## config.mk

```make
export PLATFORM = sky130hd
export DESIGN_NAME = fp_mult_arbiter_flat
export DESIGN_NICKNAME = d
export VERILOG_FILES = /design/src/rtl/fp_mult_arbiter_if.sv /design/src/rtl/fp_mult_arbiter.sv /design/src/flat_wrapper.sv
export SDC_FILE = /design/constraint.sdc
export NUM_CORES = 2
export LEC_CHECK = 0
export BUFFER_PORTS_ARGS = -buffer_cell sky130_fd_sc_hd__buf_2
export CORE_ASPECT_RATIO = 2
export CORE_MARGIN = 2
export CORE_UTILIZATION = 45
export CTS_CLUSTER_SIZE = 40
export DETAILED_ROUTE_END_ITERATION = 6
export MAX_ROUTING_LAYER = met4
export PLACE_DENSITY = 0.68
export RECOVER_POWER = 25
export REMOVE_ABC_BUFFERS = 1
export SLEW_MARGIN = 15
export SYNTH_ARGS = -nofsm -noshare
export SYNTH_HDL_FRONTEND = slang
export SYNTH_SLANG_ARGS = --single-unit
export TNS_END_PERCENT = 1
```

## constraint.sdc

```tcl
create_clock -name clk -period 12.7 [get_ports clk]
set_input_delay 3.175 -clock clk [delete_from_list [all_inputs] [get_ports clk]]
set_output_delay 3.175 -clock clk [all_outputs]
set_load 0.01 [all_outputs]
```

## src/rtl/fp_mult_arbiter_if.sv

```systemverilog
// Request/response bundle between the requesters, the shared multiplier
// and the result consumer.
interface fp_mult_arbiter_if #(
  parameter int NREQ = 4,
  parameter int IDW  = $clog2(NREQ)
);
  logic [NREQ-1:0]    req_valid;
  logic [NREQ*32-1:0] req_opd1;
  logic [NREQ*32-1:0] req_opd2;
  logic [NREQ-1:0]    req_ready;
  logic               resp_valid;
  logic               resp_ready;
  logic [IDW-1:0]     resp_id;
  logic [31:0]        resp_res;
  logic               resp_ovf;
  logic               busy;

  modport slave (
    input  req_valid, req_opd1, req_opd2, resp_ready,
    output req_ready, resp_valid, resp_id, resp_res, resp_ovf, busy
  );

  modport master (
    output req_valid, req_opd1, req_opd2, resp_ready,
    input  req_ready, resp_valid, resp_id, resp_res, resp_ovf, busy
  );
endinterface

```

## src/rtl/fp_mult_arbiter.sv

```systemverilog
// Round-robin arbiter sharing one combinational single-precision multiplier
// between NREQ requesters, with a two-stage operand/result pipeline.

module fp_mult (
  input  logic [31:0] opd1,
  input  logic [31:0] opd2,
  output logic [31:0] res,
  output logic        overflow
);
  logic        sign, nan_in, inf_in, zero_in, rnd;
  logic [47:0] prod;
  logic [22:0] mant;
  logic        guard, sticky;
  logic [23:0] mr;
  logic [9:0]  exp_u;
  logic signed [9:0] exp_s;

  // Denormal inputs and results flush to zero; rounding is nearest-even.
  always_comb begin
    sign    = opd1[31] ^ opd2[31];
    nan_in  = (opd1[30:23] == 8'hFF && |opd1[22:0]) || (opd2[30:23] == 8'hFF && |opd2[22:0]);
    inf_in  = (opd1[30:23] == 8'hFF) || (opd2[30:23] == 8'hFF);
    zero_in = (opd1[30:23] == 8'h00) || (opd2[30:23] == 8'h00);
    prod    = {24'b0, 1'b1, opd1[22:0]} * {24'b0, 1'b1, opd2[22:0]};
    if (prod[47]) begin
      mant   = prod[46:24];
      guard  = prod[23];
      sticky = |prod[22:0];
    end else begin
      mant   = prod[45:23];
      guard  = prod[22];
      sticky = |prod[21:0];
    end
    rnd   = guard & (sticky | mant[0]);
    mr    = {1'b0, mant} + {23'b0, rnd};
    exp_u = {2'b0, opd1[30:23]} + {2'b0, opd2[30:23]} + {9'b0, prod[47]}
          + {9'b0, mr[23]} - 10'd127;
    exp_s = $signed(exp_u);
    res      = {sign, exp_u[7:0], mr[22:0]};
    overflow = 1'b0;
    if (nan_in || (inf_in && zero_in)) begin
      res = 32'h7FC00000;
    end else if (inf_in) begin
      res = {sign, 8'hFF, 23'b0};
    end else if (zero_in) begin
      res = {sign, 31'b0};
    end else if (exp_s >= 10'sd255) begin
      res      = {sign, 8'hFF, 23'b0};
      overflow = 1'b1;
    end else if (exp_s <= 10'sd0) begin
      res = {sign, 31'b0};
    end
  end
endmodule

module fp_mult_arbiter #(
  parameter int NREQ = 4,
  parameter int IDW  = $clog2(NREQ)
) (
  input  logic             clk,
  input  logic             rst,
  fp_mult_arbiter_if.slave bus
);
  logic           s1_v_q, s1_v_d;
  logic [IDW-1:0] s1_id_q, s1_id_d;
  logic [31:0]    s1_a_q, s1_a_d, s1_b_q, s1_b_d;
  logic           resp_valid_q, resp_valid_d;
  logic [IDW-1:0] resp_id_q, resp_id_d;
  logic [31:0]    resp_res_q, resp_res_d;
  logic           resp_ovf_q, resp_ovf_d;
  logic [IDW-1:0] ptr_q, ptr_d;

  logic            s2_free, s1_free;
  logic            grant_vld;
  logic [IDW-1:0]  grant_id;
  logic [NREQ-1:0] grant_oh;
  logic [31:0]     sel_a, sel_b, mul_res;
  logic            mul_ovf;

  fp_mult u_mult (
    .opd1    (s1_a_q),
    .opd2    (s1_b_q),
    .res     (mul_res),
    .overflow(mul_ovf)
  );

  assign s2_free = !resp_valid_q || bus.resp_ready;
  assign s1_free = !s1_v_q || s2_free;

  // Walk from ptr upward; iterating in reverse leaves the nearest hit last.
  always_comb begin
    int idx;
    idx       = 0;
    grant_vld = 1'b0;
    grant_id  = '0;
    for (int k = NREQ - 1; k >= 0; k--) begin
      idx = int'(ptr_q) + k;
      if (idx >= NREQ) idx = idx - NREQ;
      if (bus.req_valid[IDW'(idx)]) begin
        grant_vld = 1'b1;
        grant_id  = IDW'(idx);
      end
    end
  end

  always_comb begin
    grant_oh = '0;
    sel_a    = '0;
    sel_b    = '0;
    for (int i = 0; i < NREQ; i++) begin
      if (grant_vld && grant_id == IDW'(i)) begin
        grant_oh[i] = 1'b1;
        sel_a       = bus.req_opd1[32*i +: 32];
        sel_b       = bus.req_opd2[32*i +: 32];
      end
    end
  end

  always_comb begin
    s1_v_d       = s1_v_q;
    s1_id_d      = s1_id_q;
    s1_a_d       = s1_a_q;
    s1_b_d       = s1_b_q;
    resp_valid_d = resp_valid_q;
    resp_id_d    = resp_id_q;
    resp_res_d   = resp_res_q;
    resp_ovf_d   = resp_ovf_q;
    ptr_d        = ptr_q;
    if (s2_free) begin
      resp_valid_d = s1_v_q;
      resp_id_d    = s1_id_q;
      resp_res_d   = mul_res;
      resp_ovf_d   = mul_ovf;
    end
    if (s1_free) begin
      s1_v_d = grant_vld;
      if (grant_vld) begin
        s1_id_d = grant_id;
        s1_a_d  = sel_a;
        s1_b_d  = sel_b;
        // Explicit wrap keeps ptr in range when NREQ is not a power of two.
        ptr_d   = (grant_id == IDW'(NREQ - 1)) ? '0 : grant_id + IDW'(1);
      end
    end
  end

  always_ff @(posedge clk or posedge rst) begin
    if (rst) begin
      s1_v_q       <= 1'b0;
      s1_id_q      <= '0;
      s1_a_q       <= '0;
      s1_b_q       <= '0;
      resp_valid_q <= 1'b0;
      resp_id_q    <= '0;
      resp_res_q   <= '0;
      resp_ovf_q   <= 1'b0;
      ptr_q        <= '0;
    end else begin
      s1_v_q       <= s1_v_d;
      s1_id_q      <= s1_id_d;
      s1_a_q       <= s1_a_d;
      s1_b_q       <= s1_b_d;
      resp_valid_q <= resp_valid_d;
      resp_id_q    <= resp_id_d;
      resp_res_q   <= resp_res_d;
      resp_ovf_q   <= resp_ovf_d;
      ptr_q        <= ptr_d;
    end
  end

  assign bus.req_ready  = rst ? '0 : (grant_oh & {NREQ{s1_free}});
  assign bus.resp_valid = resp_valid_q;
  assign bus.resp_id    = resp_id_q;
  assign bus.resp_res   = resp_res_q;
  assign bus.resp_ovf   = resp_ovf_q;
  assign bus.busy       = s1_v_q | resp_valid_q;
endmodule
```

## src/flat_wrapper.sv

```systemverilog
// flat-port wrapper written by rule: the top's interface ports become plain ports
module fp_mult_arbiter_flat 
#(
  parameter int NREQ = 4,
  parameter int IDW  = $clog2(NREQ)
)
  (clk, rst, bus_req_valid, bus_req_opd1, bus_req_opd2, bus_resp_ready, bus_req_ready, bus_resp_valid, bus_resp_id, bus_resp_res, bus_resp_ovf, bus_busy);
  fp_mult_arbiter_if #(.NREQ(NREQ), .IDW(IDW)) bus_i ();
  input  logic clk;
  input  logic rst;
  input wire logic [$bits(bus_i.req_valid)-1:0] bus_req_valid;
  input wire logic [$bits(bus_i.req_opd1)-1:0] bus_req_opd1;
  input wire logic [$bits(bus_i.req_opd2)-1:0] bus_req_opd2;
  input wire logic [$bits(bus_i.resp_ready)-1:0] bus_resp_ready;
  output wire logic [$bits(bus_i.req_ready)-1:0] bus_req_ready;
  output wire logic [$bits(bus_i.resp_valid)-1:0] bus_resp_valid;
  output wire logic [$bits(bus_i.resp_id)-1:0] bus_resp_id;
  output wire logic [$bits(bus_i.resp_res)-1:0] bus_resp_res;
  output wire logic [$bits(bus_i.resp_ovf)-1:0] bus_resp_ovf;
  output wire logic [$bits(bus_i.busy)-1:0] bus_busy;
  assign bus_i.req_valid = bus_req_valid;
  assign bus_i.req_opd1 = bus_req_opd1;
  assign bus_i.req_opd2 = bus_req_opd2;
  assign bus_i.resp_ready = bus_resp_ready;
  assign bus_req_ready = bus_i.req_ready;
  assign bus_resp_valid = bus_i.resp_valid;
  assign bus_resp_id = bus_i.resp_id;
  assign bus_resp_res = bus_i.resp_res;
  assign bus_resp_ovf = bus_i.resp_ovf;
  assign bus_busy = bus_i.busy;
  fp_mult_arbiter #(.NREQ(NREQ), .IDW(IDW)) u_core (.clk(clk), .rst(rst), .bus(bus_i));
endmodule
```

==> flow_summary.toml <==
[cts]
cts_repair_resize_count = 0
cts_buffers = 9
hold_buffers = 0
clockBufferDepth = 2
cts.root.buffer_cell = "clkbuf_16"
h-tree-depth = 3
clk_latency_ps = 410
clk_pin_slew_ps = 80
cts_tree = "yes"
clock_sinks = 105
post_cts_buffers = 0

[synth]
yosys.area.top_type_share = 0.3600
syn_avg_cell_area_um2 = 8.301
synthArstFlopShare = 1.000
syn_area_mm2 = 0.02691
yosysMostFrequentCell = "inv_1"
ys_types = 84
synth.cells.most_frequent = "inv_1, nand2_1, fa_1"
ys.warnings.count = 0
netlist_top_cells_area = "fa_1, dfrtp_1, ha_1"
synth_ff_type = "dfrtp_1"
yosysTopAreaCell = "fa_1"
ys_seq_area_frac = 0.09763
syn_inst = 3242
synth_enable_flop_cells = 0
ys_ff_latch = 105

[floorplanning]
die_h_um = 349.8
coreArea_mm2 = 0.05912
io_pins = 304
die_x_um = 176.9
die-area_mm2 = 0.06189
std_cell_rows = 126
start_util = 0.4552

[sta]
tns_ps = 0
finalHoldViolCount = 0
max_freq_mhz = 82.64
max-slew-margin-rel = -0.5562
whs_ps = 470.0
setup_violations = 0
min_period_ps = 12100
fin_worst_skew_ps = 19.20
maxSlewViolCount = 53
post-route-period-util = 0.9528
worstMarginPinSlew_ps = 2322

[drt]
drc = 0
drt_first_pass_iters = 7
drt_iter0_markers = 1521
num_vias = 23760
vias_per_cell = 5.639
wl_per_cell_um = 21.59
routed_wl_um = 90970
ant_nets = 0

[outcome]
violations = "max-capacitance violations, max-slew violations"
status = "finished with violations"

[place]
gp_congestion = 0.9861
io_buffer_count = 303
hpwl_um = 74820
dp_cells = 4197

[cells_and_area]
final_cells = 4213
final_nets = 4379
drive_gt1_frac = 0.1289
n_antenna_cell = 0
area_growth_pct = 9.838
num-fill-cells = 5784

[global_routing]
gr-total-overflow = 0
grt_start_max_net_pins = 105
grt_pass1_vias = 25010
antenna_found_initial = 0
grt_pass1_wl_um = 137900
grt.total_usage = 0.3072

[critical_path]
cp.arrival_ps = 12380
critical_path_peak_fanout = 15
start_kind = "register"
cpPeakStageDelay_ps = 740
crit_top_cell = "fa_1"
crit_type = "register to register"
slowest_stage = "fa_2"
required_ps = 12980
cp-end-kind = "register"

[run]
drv_cap = 1

[min_path]
min_path_type = "register to register"
[cells by family (layout without fill, tap and decap cells)]
kind of cell / after synthesis / in the layout / share of synthesized area
AO/OA/AOI/OAI: 564 / 564 / 0.1344
XOR/XNOR: 51 / 51 / 0.01660
adder cells (fa/ha/maj): 676 / 676 / 0.4493
multiplexers: 14 / 14 / 0.005347
flip-flops: 105 / 105 / 0.09763
buffers and inverters: 794 / 997 / 0.1116
AND/OR/NAND/NOR: 1038 / 1038 / 0.1852
[per-layer routing]
metal | part of all wire | vias to the layer above | track usage
li1 | - | 10650 | -
met1 | 0.31 | 11710 | 0.2909
met2 | 0.54 | 987 | 0.5481
met3 | 0.047 | 412 | 0.03542
met4 | 0.10 | 0 | 0.2587
met5 | 0 | - | -
[area by class of cell]
cell class | instances | area [µm²] | share of cell area
multi-input cells | 2343 | 21320 | 0.7212
flip-flops and latches | 105 | 2650 | 0.08965
inverters | 605 | 2280 | 0.07712
repair buffers | 376 | 2048 | 0.06929
well taps | 768 | 960.9 | 0.03251
clock buffers | 9 | 225.2 | 0.007619
clock inverters | 7 | 77.57 | 0.002624
[placed cells by master (no fill, tap or decap), types with 33 or more instances in the layout]
cell type	n
nor2_1	104
fa_1	483
o21ai_0	202
inv_1	598
ha_1	192
nor3_1	33
and2_1	247
o22ai_1	70
nand2_1	500
buf_2	290
dfrtp_1	87
a22oi_1	65
a21oi_1	80
buf_4	73
[state kept, by name, indices dropped and copies added, names as in the netlist]
name / count
u_core.bus.resp_valid: 1
u_core.s1_a_q: 32
u_core.bus.resp_res: 32
u_core.bus.resp_ovf: 1
u_core.s1_id_q: 2
u_core.s1_v_q: 1
u_core.bus.resp_id: 2
u_core.ptr_q: 2
u_core.s1_b_q: 32
[critical path, delay by kind of cell (launching register included)]
family                   cells  cell delay [ps]
adder cells (fa/ha/maj)     10             4780
AO/OA/AOI/OAI               12             3330
AND/OR/NAND/NOR             10             2750
buffers and inverters        6              550
flip-flops                   1              520
[path summary, 6_finish.rpt]
| check | from | to | slack [ps] | cells after the start |
|---|---|---|---|---|
| min reg2reg | u_core.bus.resp_id[1] | u_core.bus.resp_id[1] | 470 | 2 |
| min in group asynchronous | rst | u_core.ptr_q[1] | 3390 | 2 |
| min | u_core.bus.resp_id[1] | u_core.bus.resp_id[1] | 470 | 2 |
| max reg2reg | u_core.s1_a_q[8] | u_core.bus.resp_res[6] | 600 | 38 |
| max in group asynchronous | rst | u_core.s1_b_q[3] | 7590 | 3 |
| max | u_core.s1_a_q[8] | u_core.bus.resp_res[6] | 600 | 38 |
[per-stage QoR]
step	utilization	cell area [µm²]	worst slack (ps)
CTS	0.4996	29530	390.6
finish	0.5000	29560	599.0
detailed placement	0.4944	29230	412.7
floorplan	-	26180	1601
global route	0.5000	29560	-11.55
global placement	0.4944	29230	595.1
Power is not shown: default switching activity piles up to over one toggle a cycle in this logic, so the estimate is an artifact.
